--- src/rtl/usr_pkg.sv ---
// Shared mode encoding for the universal shift register and its counter.
package usr_pkg;

    typedef logic [1:0] usr_mode_t;

    localparam usr_mode_t USR_HOLD = 2'b00;
    localparam usr_mode_t USR_SHR  = 2'b01;
    localparam usr_mode_t USR_SHL  = 2'b10;
    localparam usr_mode_t USR_LOAD = 2'b11;

endpackage

--- src/rtl/usr_shift_counter.sv ---
// Shift counter: pulses done for one cycle on every BITS-th inc; clr restarts the count.
// Latency 1 cycle; no backpressure, inc/clr are taken every edge (clr has priority).
module usr_shift_counter #(
    parameter int BITS  = 4,
    parameter int CNT_W = $clog2(BITS)
) (
    input  logic CLK,
    input  logic RST,
    input  logic clr,
    input  logic inc,
    output logic done
);

    logic [CNT_W-1:0] cnt;

    always_ff @(posedge CLK or negedge RST) begin
        if (!RST) begin
            cnt  <= '0;
            done <= 1'b0;
        end else if (clr) begin
            cnt  <= '0;
            done <= 1'b0;
        end else if (inc) begin
            if (cnt == CNT_W'(BITS - 1)) begin
                cnt  <= '0;
                done <= 1'b1;
            end else begin
                cnt  <= cnt + CNT_W'(1);
                done <= 1'b0;
            end
        end else begin
            done <= 1'b0;
        end
    end

endmodule

--- src/rtl/universal_shift_reg.sv ---
// Universal shift register (hold/shr/shl/load), 1-cycle latency, never stalls.
// Rotate via ROT is built only when USR_ROTATE_EN is defined.
module universal_shift_reg
    import usr_pkg::*;
#(
    parameter int BITS = 4
) (
    input  logic            CLK,
    input  logic            RST,
    input  logic [1:0]      MODE,
    input  logic            SI_R,
    input  logic            SI_L,
    input  logic            ROT,
    input  logic [BITS-1:0] PI,
    output logic [BITS-1:0] PO,
    output logic            SO_R,
    output logic            SO_L,
    output logic            DONE
);

    usr_mode_t       mode;
    logic            fill_r;
    logic            fill_l;
    logic [BITS-1:0] po_nxt;

    assign mode = usr_mode_t'(MODE);

`ifdef USR_ROTATE_EN
    assign fill_r = ROT ? PO[0]      : SI_R;
    assign fill_l = ROT ? PO[BITS-1] : SI_L;
`else
    logic unused_rot;
    assign unused_rot = ROT;
    assign fill_r     = SI_R;
    assign fill_l     = SI_L;
`endif

    always_comb begin
        po_nxt = PO;
        case (mode)
            USR_SHR:  po_nxt = {fill_r, PO[BITS-1:1]};
            USR_SHL:  po_nxt = {PO[BITS-2:0], fill_l};
            USR_LOAD: po_nxt = PI;
            default:  po_nxt = PO;
        endcase
    end

    always_ff @(posedge CLK or negedge RST) begin
        if (!RST) begin
            PO <= '0;
        end else begin
            PO <= po_nxt;
        end
    end

    assign SO_R = PO[0];
    assign SO_L = PO[BITS-1];

    // Direction changes keep counting; only a load restarts the count.
    usr_shift_counter #(
        .BITS (BITS)
    ) u_cnt (
        .CLK  (CLK),
        .RST  (RST),
        .clr  (mode == USR_LOAD),
        .inc  ((mode == USR_SHR) || (mode == USR_SHL)),
        .done (DONE)
    );

endmodule

--- config.mk ---
export PLATFORM = sky130hd
export DESIGN_NAME = universal_shift_reg
export DESIGN_NICKNAME = d
export VERILOG_FILES = /design/src/rtl/usr_pkg.sv /design/src/rtl/usr_shift_counter.sv /design/src/rtl/universal_shift_reg.sv
export SDC_FILE = /design/constraint.sdc
export NUM_CORES = 1
export LEC_CHECK = 0
export CAP_MARGIN = 10
export CELL_PAD_IN_SITES_DETAIL_PLACEMENT = 0
export CELL_PAD_IN_SITES_GLOBAL_PLACEMENT = 1
export CORE_AREA = 2 2 39 41
export CTS_CLUSTER_SIZE = 28
export DETAILED_ROUTE_END_ITERATION = 8
export DIE_AREA = 0 0 41 43
export DONT_BUFFER_PORTS = 1
export PLACE_DENSITY_LB_ADDON = 0.1
export RECOVER_POWER = 100
export SLEW_MARGIN = 10
export SYNTH_ARGS = -nofsm -noshare
export SYNTH_HDL_FRONTEND = slang
export SYNTH_SLANG_ARGS = --single-unit
--- constraint.sdc ---
create_clock -name CLK -period 1.3 [get_ports CLK]
set_input_delay 0.13 -clock CLK [delete_from_list [all_inputs] [get_ports CLK]]
set_output_delay 0.13 -clock CLK [all_outputs]
set_load 0.005 [all_outputs]
==> results of run 1 <==
==> worst max-delay path: stages, from the launching register on <==
cell	delay (ps)
sky130_fd_sc_hd__dfrtp_1	400
sky130_fd_sc_hd__ha_1	220
sky130_fd_sc_hd__nor4_1	280
sky130_fd_sc_hd__a21o_1	120
==> cell usage after synthesis, drive strengths merged <==
master  n  area (µm²)
a21o    1        7.51
dfrtp   7         175
nand2b  5        33.8
nor2    1        3.75
ha      4        50.1
or2     1        8.76
o221ai  4        60.1
nand2   6        22.5
inv     2        7.51
buf     3        22.5
o21ai   1        5.00
a22oi   4        30.0
nor4    1        6.26
==> cell type report <==
class                           instances  area (µm²)
Timing Repair Buffer                    2        13.8
Multi-Input combinational cell         28         215
Sequential cell                         7         175
Tap cell                               16        20.0
Fill cell                             149         926
Inverter                                2        7.51
Clock buffer                            4        26.3
==> cells in the final DEF (no fill, tap or decap), drive strengths merged <==
cell,count
dlygate4sd3,1
o21ai,1
nand2,6
ha,4
o221ai,4
clkbuf,5
nor2,1
dfrtp,7
nor4,1
inv,2
nand2b,5
a21o,1
or2,1
a22oi,4
==> routing by layer <==
layer | up-vias | share of wire [%]
li1 | 146 | -
met1 | 148 | 41
met2 | 11 | 52
met3 | 0 | 7.2
met4 | 0 | 0
met5 | - | 0
==> power breakdown <==
| part | internal [mW] | total [mW] | leakage [nW] | switching (mW) |
|---|---|---|---|---|
| clock | 0.117 | 0.202 | 0.0150 | 0.0844 |
| sequential | 0.268 | 0.316 | 0.0881 | 0.0483 |
| combinational | 0.0737 | 0.144 | 0.0997 | 0.0704 |
| total | 0.459 | 0.662 | 0.203 | 0.203 |
==> registers in the layout, summed over array words and instances (netlist names) <==
register    flops
PO              4
u_cnt.cnt       2
u_cnt.done      1
==> logic make-up (layout without fill, tap and decap cells) <==
family / Yosys count / in the layout / share of synthesized area, %
simple gates: 14 / 14 / 17.3
compound gates: 10 / 10 / 23.7
flops: 7 / 7 / 40.5
buf+inv: 5 / 8 / 6.94
fa+ha+maj: 4 / 4 / 11.6
==> path summary, 6_finish.rpt <==
| kind | startpoint | endpoint | slack, ps | cells past startpoint |
|---|---|---|---|---|
| max in group asynchronous | RST | PO[1]$_DFFE_PN0P_ | 830 | 1 |
| min in group asynchronous | RST | u_cnt.cnt[1]$_DFFE_PN0P_ | 220 | 1 |
| setup reg to reg | u_cnt.cnt[0]$_DFFE_PN0P_ | u_cnt.cnt[0]$_DFFE_PN0P_ | 230 | 3 |
| hold reg to reg | u_cnt.cnt[1]$_DFFE_PN0P_ | u_cnt.cnt[1]$_DFFE_PN0P_ | 490 | 2 |
| setup / recovery | u_cnt.cnt[0]$_DFFE_PN0P_ | u_cnt.cnt[0]$_DFFE_PN0P_ | 230 | 3 |
| hold / removal | SI_R | PO[3]$_DFFE_PN0P_ | 80 | 2 |
==> per-stage QoR <==
step                power [mW]  hold WS [ps]
global placement         0.462          -165
detailed placement       0.477          -165
CTS                      0.691          75.9
global route             0.721          91.6
floorplan                0.453          -166
finish                   0.662          80.9
==> results.sh, run 1 <==
export IMPL_run_status="completed"
export IMPL_design_die_area_um2=1760
export IMPL_syn_area_um2=433
export IMPL_fmax_mhz=931
export IMPL_clk_path_buf_depth=2
export IMPL_antenna_diode_count=0
export IMPL_synth_warnings=0
export IMPL_netlist_cell_type_count=14
export IMPL_power_per_cell_area_nw_per_um2=1450
export IMPL_synth_seq_area_share_pct=40.5
export IMPL_fin_crit_ps=1070
export IMPL_top_level_ports=18
export IMPL_gp_congestion=0.616
export IMPL_cts_root_buf="sky130_fd_sc_hd__clkbuf_4"
export IMPL_insertion_delay_ps=250
export IMPL_tritoncts_num_sinks=7
export IMPL_min_path_type="in -> reg"
export IMPL_grt_start_max_net_pins=13
export IMPL_maxCapViolations=0
export IMPL_postLayoutCoreUtil_pct=33.1
export IMPL_dp_hpwl_um=698
export IMPL_crit_fanout=3
export IMPL_period_share_pct=82.6
export IMPL_fin_nets=59
export IMPL_critPathCaptureType="flop"
export IMPL_crit_path_start_kind="flop"
export IMPL_grt_ovfl_total=0
export IMPL_busiest_layer="met2"
export IMPL_clk_transition_reported_paths_ps=60
export IMPL_wire_per_inst_um=14.7
export IMPL_worstMarginPinSlew_ps=461
export IMPL_coreArea_um2=1380
export IMPL_final_antenna_net_count=0
export IMPL_post_cts_resized_instances=0
export IMPL_cts_tree="built"
export IMPL_wire_length_of_the_first_global_routing_pass_um=1380
export IMPL_worst_slack_ps=226
export IMPL_cellLeakagePower_nw=0.203
export IMPL_finalSetupTns_ps=0
export IMPL_setup_viol=0
export IMPL_worst_ep_arrival_time_ps=1270
export IMPL_critical_path_class="reg -> reg"
export IMPL_slew_headroom_pct=69.3
export IMPL_global_route_usage_total_pct=11.8
export IMPL_cp_required_ps=1490
export IMPL_post_place_instance_area_um2=438
export IMPL_postLayoutCellArea_um2=458
export IMPL_use_met1_pct=13.2
export IMPL_drt_initial_drc_count=1
export IMPL_routed_via_density=5.17
export IMPL_final_max_slew_viol_count=0
export IMPL_synth_cells=40
export IMPL_die_h_um=43
export IMPL_pre_cts_ws_ps=235
export IMPL_vdd_drop_max_v=0.000446
export IMPL_syn_nets=55
export IMPL_detail_route_drc_violations=0
export IMPL_cts_htree_levels=1
export IMPL_area_growth_pct=5.78
export IMPL_layout_cell_share_with_drive_strength_beyond_1_pct=16.3
export IMPL_syn_avg_cell_area_um2=10.8
export IMPL_antenna_found_initial=0
export IMPL_start_util_pct=31.3
export IMPL_cts_hold_buf=1
export IMPL_final_cells=59
export IMPL_rsz0062_at_grt="false"
export IMPL_fin_worst_skew_ps=2.34
export IMPL_postCtsSetupRepairBufs=0
export IMPL_chipWidth_um=41
export IMPL_detailedRoute_firstPassIterationCount=2
export IMPL_finalWirelength_um=865
export IMPL_finalHoldViolCount=0
export IMPL_met3_track_usage_gr_pct=3.66
export IMPL_grt_util_met2_pct=19.1
export IMPL_vias_in_the_first_global_route=352
export IMPL_placement_rows=14
export IMPL_portBuffers=0
export IMPL_tritoncts_num_buffers=3
export IMPL_placedCellCount=54
export IMPL_total_via_count_after_detailed_routing=305
export IMPL_synth_ff_latch_count=7
No activity file was read; power rests on OpenSTA's default activity.
==> inputs of run 2 (changes only) <==
==> constraint.sdc (replaced) <==
create_clock -name CLK -period 1 [get_ports CLK]
set_input_delay 0.1 -clock CLK [delete_from_list [all_inputs] [get_ports CLK]]
set_output_delay 0.1 -clock CLK [all_outputs]
set_load 0.005 [all_outputs]
==> results.sh, run 2 (same netlist as run 1, synthesis figures left out) <==
export IMPL_run_status="complete, but fails checks"
export IMPL_failing_checks="negative setup slack"
export IMPL_layout_cell_share_with_drive_strength_beyond_1_pct=31.1
export IMPL_critPathCaptureType="flop"
export IMPL_wire_per_inst_um=14.9
export IMPL_grt_start_max_net_pins=17
export IMPL_largest_regs="PO: 4 flops, u_cnt.cnt: 2 flops, u_cnt.done: 1 flops"
export IMPL_slew_headroom_pct=60.1
export IMPL_crit_path_start_kind="flop"
export IMPL_fin_worst_skew_ps=3.40
export IMPL_largest_register_ff_count=4
export IMPL_drt_initial_drc_count=2
export IMPL_portBuffers=0
export IMPL_finalHoldViolCount=0
export IMPL_finalWirelength_um=909
export IMPL_maxCapViolations=0
export IMPL_cts_root_buf="sky130_fd_sc_hd__clkbuf_4"
export IMPL_setup_viol=1
export IMPL_min_path_type="in -> reg"
export IMPL_finalSetupTns_ps=-17.0
export IMPL_cp_required_ps=1180
export IMPL_chipWidth_um=41
export IMPL_critical_path_class="reg -> reg"
export IMPL_cts_tree="built"
export IMPL_largest_register="PO"
export IMPL_layout_cells_most_common_list="sky130_fd_sc_hd__dfrtp_1 (7), sky130_fd_sc_hd__nand2_1 (6), sky130_fd_sc_hd__a22oi_1 (4), sky130_fd_sc_hd__nand2b_1 (4), sky130_fd_sc_hd__o221ai_2 (4)"
export IMPL_period_share_pct=102
export IMPL_worst_ep_arrival_time_ps=1200
export IMPL_grt_ovfl_total=0
export IMPL_die_h_um=43
export IMPL_fin_nets=61
export IMPL_final_antenna_net_count=0
export IMPL_tritoncts_num_buffers=3
export IMPL_vias_in_the_first_global_route=358
export IMPL_clk_transition_reported_paths_ps=50
export IMPL_detail_route_drc_violations=0
export IMPL_worst_slack_ps=-17.0
export IMPL_rsz0062_at_grt="true"
export IMPL_tritoncts_num_sinks=7
export IMPL_fmax_mhz=983
export IMPL_top_level_ports=18
export IMPL_antenna_found_initial=0
export IMPL_vdd_drop_max_v=0.000576
export IMPL_mostFrequentLayoutCell="sky130_fd_sc_hd__dfrtp_1"
export IMPL_global_route_usage_total_pct=12.3
export IMPL_wire_length_of_the_first_global_routing_pass_um=1390
export IMPL_clk_path_buf_depth=2
export IMPL_detailedRoute_firstPassIterationCount=2
export IMPL_area_growth_pct=15.0
export IMPL_holdWs_ps=57.0
export IMPL_worstMarginPinSlew_ps=598
export IMPL_design_die_area_um2=1760
export IMPL_total_power_uw=950
export IMPL_total_via_count_after_detailed_routing=327
export IMPL_placement_rows=14
export IMPL_final_max_slew_viol_count=0
export IMPL_cts_htree_levels=1
export IMPL_routed_via_density=5.36
export IMPL_crit_fanout=2
export IMPL_coreArea_um2=1380
export IMPL_fin_crit_ps=1020
export IMPL_dp_hpwl_um=681
export IMPL_gp_congestion=0.588
export IMPL_power_per_cell_area_nw_per_um2=1910
export IMPL_cellLeakagePower_nw=0.218
export IMPL_antenna_diode_count=0
export IMPL_insertion_delay_ps=240
export IMPL_start_util_pct=31.3
[run 2: final cells by class]
type / count / area [µm²]
Multi-Input combinational cell: 28 / 236
Fill cell: 150 / 886
Sequential cell: 7 / 175
Inverter: 2 / 7.51
Timing Repair Buffer: 4 / 32.5
Tap cell: 16 / 20.0
Clock buffer: 4 / 26.3
[run 2: worst max-delay path, cell delays in order, from the launching register on]
cell and delay [ps]:
sky130_fd_sc_hd__dfrtp_1 380, sky130_fd_sc_hd__ha_2 200, sky130_fd_sc_hd__nor4_2 260, sky130_fd_sc_hd__a21o_1 110
[run 2: what timing repair did]
item | in CTS | in global routing
hold endpoints to repair | 7 | 0
pin swaps | 1 | 2
setup buffers | 0 | 2
endpoints found under the setup margin | 1 | 1
hold buffers | 1 | 0
gates resized for setup | 0 | 2
[run 2: stage by stage]
stage	cell area, µm²	util (%)	cells	worst slack, ps
final	498	36.0	61	-17.0
after floorplan	433	-	40	18.6
after CTS	474	34.3	59	2.14
after global routing	498	36.0	61	-66.7
after global placement	438	31.6	54	-92.6
after detailed placement	438	31.6	54	-138
[run 2: metal layers]
metal | track usage [%] | part of all wire [%] | vias to the layer above
met5 | 0 | 0 | -
met4 | 10.0 | 1.2 | 0
met2 | 19.7 | 55 | 12
li1 | - | - | 152
met1 | 12.1 | 36 | 161
met3 | 3.66 | 6.8 | 2
[run 2: worst paths after layout]
check                                              start                  endpoint  slack, ps  cells after the start
min in group asynchronous                            RST  u_cnt.cnt[0]$_DFFE_PN0P_        190                      1
worst min register to register         PO[2]$_DFFE_PN0P_         PO[2]$_DFFE_PN0P_        590                      2
worst max-delay path            u_cnt.cnt[1]$_DFFE_PN0P_  u_cnt.cnt[0]$_DFFE_PN0P_        -20                      3
max in group asynchronous                            RST         PO[1]$_DFFE_PN0P_        570                      1
worst min-delay path                                SI_R         PO[3]$_DFFE_PN0P_         60                      2
worst max register to register  u_cnt.cnt[1]$_DFFE_PN0P_  u_cnt.cnt[0]$_DFFE_PN0P_        -20                      3
[run 2: report_power, final]
group	switching [mW]	total (mW)	leakage [nW]	internal [mW]
logic	0.128	0.293	0.115	0.165
clock network	0.0962	0.248	0.0150	0.152
registers	0.0600	0.408	0.0881	0.348
total	0.284	0.950	0.218	0.666
